`config.mk`:
```
export PLATFORM = sky130hd
export DESIGN_NAME = mpu_bus_sequencer
export DESIGN_NICKNAME = d
export VERILOG_FILES = /design/src/rtl/mpu_bus_sequencer.sv
export SDC_FILE = /design/constraint.sdc
export NUM_CORES = 1
export LEC_CHECK = 0
export ABC_AREA = 1
export BUFFER_PORTS_ARGS = -buffer_cell sky130_fd_sc_hd__buf_2
export CORE_ASPECT_RATIO = 0.5
export CORE_MARGIN = 2
export CORE_UTILIZATION = 52
export DETAILED_ROUTE_END_ITERATION = 8
export GPL_TIMING_DRIVEN = 0
export HOLD_SLACK_MARGIN = 0.03
export PLACE_DENSITY_LB_ADDON = 0.08
export SYNTH_ARGS = -nofsm -noshare
export SYNTH_HDL_FRONTEND = slang
export SYNTH_SLANG_ARGS = --single-unit
export TNS_END_PERCENT = 50
```
`constraint.sdc`:
```
create_clock -name clk -period 1.89 [get_ports clk]
set_input_delay 0 -clock clk [delete_from_list [all_inputs] [get_ports clk]]
set_output_delay 0 -clock clk [all_outputs]
set_load 0.01 [all_outputs]
```
`src/rtl/mpu_bus_sequencer.sv`:
```
// mpu_bus_sequencer
//   Drives the external 6502: generates its phase-2 clock (free-run or single
//   step), runs the MPU reset sequence, owns BE, and answers every read with
//   the reset vector at $FFFC/$FFFD or a fixed opcode elsewhere so the MPU can
//   run with no memory attached.
//
// Ports
//   clk          in   1   system clock
//   rst          in   1   synchronous active-high reset
//   run_en       in   1   level, 1 = free-run MPU clock
//   step_press   in   1   pulse, advances one MPU cycle while stopped
//   mpu_rst_req  in   1   pulse, restarts the MPU reset sequence
//   addr_bus     in   16  MPU address bus
//   mpu_clk      out  1   MPU phase-2 clock
//   mpu_rst_n    out  1   MPU RESB, active low
//   bus_en       out  1   MPU BE
//   data_bus     out  8   byte presented to the MPU
//   cycle_cnt    out  16  completed MPU cycles since the last reset sequence
//   stopped      out  1   clock parked high waiting for run/step
module mpu_bus_sequencer #(
  parameter int unsigned DIV        = 25,
  parameter int unsigned RST_CYCLES = 8,
  parameter logic [15:0] RESET_VEC  = 16'h0200,
  parameter logic [7:0]  FILL_OP    = 8'hEA
) (
  input  logic        clk,
  input  logic        rst,
  input  logic        run_en,
  input  logic        step_press,
  input  logic        mpu_rst_req,
  input  logic [15:0] addr_bus,
  output logic        mpu_clk,
  output logic        mpu_rst_n,
  output logic        bus_en,
  output logic [7:0]  data_bus,
  output logic [15:0] cycle_cnt,
  output logic        stopped
);

  localparam int unsigned PW = (DIV > 1) ? $clog2(DIV) : 1;
  localparam int unsigned RW = (RST_CYCLES > 1) ? $clog2(RST_CYCLES) : 1;
  localparam logic [PW-1:0] PHASE_LAST = PW'(DIV - 1);
  localparam logic [RW-1:0] RST_LAST   = RW'(RST_CYCLES - 1);

  typedef enum logic [2:0] {
    S_RST_LO,
    S_RST_HI,
    S_STOP,
    S_LO,
    S_HI
  } state_t;

  state_t        state_q, state_nxt;
  logic [PW-1:0] phase_q, phase_nxt;
  logic [RW-1:0] rcnt_q, rcnt_nxt;
  logic [15:0]   cnt_nxt;
  logic [7:0]    data_nxt;
  logic          phase_end;

  assign phase_end = (phase_q == PHASE_LAST);

  always_comb begin
    state_nxt = state_q;
    phase_nxt = phase_q;
    rcnt_nxt  = rcnt_q;
    cnt_nxt   = cycle_cnt;

    unique case (state_q)
      S_RST_LO: begin
        if (phase_end) begin
          state_nxt = S_RST_HI;
          phase_nxt = '0;
        end else begin
          phase_nxt = phase_q + PW'(1);
        end
      end
      S_RST_HI: begin
        if (phase_end) begin
          phase_nxt = '0;
          if (rcnt_q == RST_LAST) begin
            state_nxt = S_STOP;
            rcnt_nxt  = '0;
          end else begin
            state_nxt = S_RST_LO;
            rcnt_nxt  = rcnt_q + RW'(1);
          end
        end else begin
          phase_nxt = phase_q + PW'(1);
        end
      end
      S_STOP: begin
        if (run_en || step_press) begin
          state_nxt = S_LO;
          phase_nxt = '0;
        end
      end
      S_LO: begin
        if (phase_end) begin
          state_nxt = S_HI;
          phase_nxt = '0;
        end else begin
          phase_nxt = phase_q + PW'(1);
        end
      end
      S_HI: begin
        if (phase_end) begin
          phase_nxt = '0;
          cnt_nxt   = cycle_cnt + 16'd1;
          state_nxt = run_en ? S_LO : S_STOP;
        end else begin
          phase_nxt = phase_q + PW'(1);
        end
      end
      default: begin
        state_nxt = S_RST_LO;
        phase_nxt = '0;
        rcnt_nxt  = '0;
      end
    endcase

    if (mpu_rst_req) begin
      state_nxt = S_RST_LO;
      phase_nxt = '0;
      rcnt_nxt  = '0;
      cnt_nxt   = '0;
    end

    unique case (addr_bus)
      16'hFFFC: data_nxt = RESET_VEC[7:0];
      16'hFFFD: data_nxt = RESET_VEC[15:8];
      default:  data_nxt = FILL_OP;
    endcase
  end

  // Pin outputs are registered from the next state so they change on the same
  // clk as the state they belong to.
  always_ff @(posedge clk) begin
    if (rst) begin
      state_q   <= S_RST_LO;
      phase_q   <= '0;
      rcnt_q    <= '0;
      cycle_cnt <= '0;
      mpu_clk   <= 1'b0;
      mpu_rst_n <= 1'b0;
      bus_en    <= 1'b0;
      stopped   <= 1'b0;
      data_bus  <= FILL_OP;
    end else begin
      state_q   <= state_nxt;
      phase_q   <= phase_nxt;
      rcnt_q    <= rcnt_nxt;
      cycle_cnt <= cnt_nxt;
      mpu_clk   <= (state_nxt == S_RST_HI) || (state_nxt == S_HI) || (state_nxt == S_STOP);
      mpu_rst_n <= (state_nxt != S_RST_LO) && (state_nxt != S_RST_HI);
      bus_en    <= (state_nxt != S_RST_LO) && (state_nxt != S_RST_HI);
      stopped   <= (state_nxt == S_STOP);
      data_bus  <= data_nxt;
    end
  end

endmodule

```
==> results_dict.tcl <==
set metrics [dict create \
    status "finished clean" \
    yosys.area.top_type "dfxtp_1" \
    synthCells 265 \
    seq_area_um2 641 \
    required_ns 2.12 \
    netlist_area_mm2 0.00180 \
    grt_pass1_wl_mm 6.52 \
    setup_ws_ns 0.401 \
    cts_inserted_buffers 5 \
    grt_util_all_layers 0.215 \
    routabilityCongestion 0.821 \
    crit_chain "ha_1, nand2_1, inv_1, nand4_1, nor2_1, nand3_2, nand2_1, inv_1, nor2_1" \
    crit_type "register to register" \
    finalMaxSlewViolations 0 \
    wire_per_inst_um 10.7 \
    power-per-cell-area_mw_per_mm2 565 \
    die_area_mm2 0.00397 \
    seq_area_frac_synth 0.357 \
    cts_tree "done" \
    drt_wl_total_mm 3.89 \
    clockBufferDepth 2 \
    ir_worst_vdd_mv 0.367 \
    postCtsSetupBuffers 0 \
    synth-warning-count 0 \
    timing.fmax_mhz 671 \
    cp_max_fo 5 \
    yosysTopAreaCellShare 0.357 \
    fin_crit_ns 1.49 \
    clock_latency_ns 0.29 \
    skew_ns 0.0129 \
    power_leakage_nw 0.989 \
    drtPass1Iterations 4 \
    hold_path.class "input port to register" \
    nets 349 \
    num_antenna_cells 0 \
    drive_gt1_frac 0.257 \
    final_hold_viol_count 0 \
    avgSynthCellArea_um2 6.78 \
    slowest_stage "dfxtp_1" \
    final_antenna_net_count 0 \
    fin_crit_sh 0.788 \
    crit_buf_inv 2 \
    grt_setup_unrepaired "no" \
    finalSetupTns_ns 0 \
    vias 1799 \
    crit_path_start_kind "register" \
    grt_pass1_vias 1606 \
    dp_hpwl_mm 2.95 \
    max_stage_delay_ns 0.40 \
    netlist-cell-type-count 28 \
    synthTopCellsByArea "dfxtp_1 (36%), nand2_1 (13%), inv_1 (6.7%), nor2_1 (6.3%), a21oi_1 (4.7%)" \
    grt_start_max_net_pins 11 \
    clkTransAtPathRegs_ns 0.07 \
    initialDrtViolationCount 51 \
    drc_errors 0 \
    area_growth_pct 22.4 \
    final_core_util 0.651 \
    die-width_um 87.1 \
    start_util 0.532 \
    path_delay_family "simple AND/OR/NAND/NOR gates" \
    synth-seq-cells 32 \
    ioPinCount 49 \
    cts_max_level 2 \
    post-place-ws_ns 0.399 \
    cts.sinks 32 \
    cp.arrival_ns 1.72 \
    end_kind "register" \
    overflow 0 \
    via_per_inst 4.93 \
    cap_violations 0 \
    antenna_found_initial 0 \
    setup_violations 0 \
    portBuffers 45 \
    fillers 317 \
    root_buffer "clkbuf_8" \
    multi_input_area_um2 937 \
    rows 15 \
    coreArea_mm2 0.00338 \
    dieHeight_um 45.6 \
]
-- worst min-delay path, cell delays in order --
cell	delay, ns
buf_2	0.11
inv_1	0.06
nand2_1	0.08
nor2_1	0.04
-- logic make-up after synthesis --
kind of cell / count (synthesis) / synth area share
adders and majority gates: 5 / 0.0348
DFF: 32 / 0.357
and+or+nand+nor: 144 / 0.377
xor gates and xnor gates: 3 / 0.0146
buffers and inverters: 49 / 0.126
other: 1 / 0.00209
AOI/OAI and AO/OA: 31 / 0.0891
-- sequential cells by signal, indices dropped and copies added (netlist names) --
signal / cells
rcnt_q: 3
bus_en: 1
phase_q: 5
mpu_clk: 1
data_bus: 2
state_q: 3
cycle_cnt: 16
stopped: 1
-- final cells by class --
| type | count | area share |
|---|---|---|
| Timing Repair Buffer | 49 | 0.121 |
| Tap cell | 42 | 0.0239 |
| Inverter | 39 | 0.0666 |
| Buffer | 10 | 0.0364 |
| Multi-Input combinational cell | 186 | 0.426 |
| Clock buffer | 6 | 0.0330 |
| Sequential cell | 32 | 0.291 |
| Clock inverter | 1 | 0.00228 |
-- placed cells by master (no fill, tap or decap), types with 2 or more instances in the layout --
master / count
nor3b_1: 2
buf_6: 2
clkbuf_8: 5
dlygate4sd3_1: 4
inv_2: 7
nand2_1: 63
or2_2: 2
dfxtp_1: 32
nor2_1: 30
buf_2: 46
nand3_1: 17
o21ai_0: 8
conb_1: 3
nor3_1: 7
ha_1: 5
nor2_2: 5
buf_4: 7
o21ai_1: 4
nand4_1: 9
inv_1: 32
nor2_4: 2
nor3b_2: 2
xor2_1: 3
nand3_2: 2
a21oi_1: 17
-- path summary, 6_finish.rpt --
path                                                 from                          to  slack, ns  cells past startpoint
worst max-delay path            cycle_cnt[1]$_SDFFE_PP0P_  cycle_cnt[14]$_SDFFE_PP0P_       0.40                      9
worst min-delay path                          mpu_rst_req       state_q[0]$_SDFF_PP0_       0.04                      4
worst min register to register     rcnt_q[2]$_SDFFE_PP0P_      rcnt_q[2]$_SDFFE_PP0P_       0.47                      2
worst max register to register  cycle_cnt[1]$_SDFFE_PP0P_  cycle_cnt[14]$_SDFFE_PP0P_       0.40                      9
-- Yosys cell counts --
| library cell | number |
|---|---|
| or2_2 | 2 |
| nand2_2 | 1 |
| buf_6 | 2 |
| nand2_1 | 63 |
| inv_1 | 32 |
| nor3b_1 | 2 |
| buf_4 | 7 |
| nand3b_1 | 1 |
| conb_1 | 1 |
| inv_2 | 7 |
| nor2_4 | 2 |
| nor3_1 | 7 |
| ha_1 | 5 |
| nor2_1 | 30 |
| nand3_2 | 2 |
| a21o_1 | 1 |
| dfxtp_1 | 32 |
| a21oi_1 | 17 |
| o21ai_0 | 8 |
| nor3b_2 | 2 |
| xor2_1 | 3 |
| o21a_1 | 1 |
| nor2_2 | 5 |
| nand3_1 | 17 |
| o21ai_1 | 4 |
| buf_2 | 1 |
| nand4_1 | 9 |
| nand2_4 | 1 |
-- metrics by stage --
step / area [um^2] / total power (W) / hold slack [ns] / std cells
finish: 2200 / 0.00124 / 0.0419 / 365
global route: 2200 / 0.00129 / 0.0793 / 365
CTS: 2210 / 0.00125 / 0.0314 / 366
detailed placement: 2080 / 0.000750 / 0.189 / 354
global placement: 2080 / 0.000749 / 0.189 / 354
floorplan: 1800 / 0.000722 / 0.0724 / 267
-- layer usage --
layer | GRT usage | routed length, um | up-vias
met5 | 0 | 0 | -
met4 | 0.0923 | 60 | 0
met3 | 0.0543 | 262 | 8
met2 | 0.350 | 1700 | 56
met1 | 0.278 | 1870 | 787
li1 | - | - | 948
-- power breakdown --
| part | internal [W] | leakage, nW | switching [W] | total [W] |
|---|---|---|---|---|
| logic | 0.0000308 | 0.689 | 0.0000307 | 0.0000615 |
| registers | 0.000676 | 0.258 | 0.00000171 | 0.000678 |
| clock network | 0.000250 | 0.0410 | 0.000252 | 0.000502 |
-- timing repair --
item / CTS / global route
hold buffers: 5 / 0
endpoints found under the setup margin: 0 / 1
hold endpoints to repair: 5 / 0
gates resized for setup: 0 / 0
No activity file was read; power rests on OpenSTA's default activity.
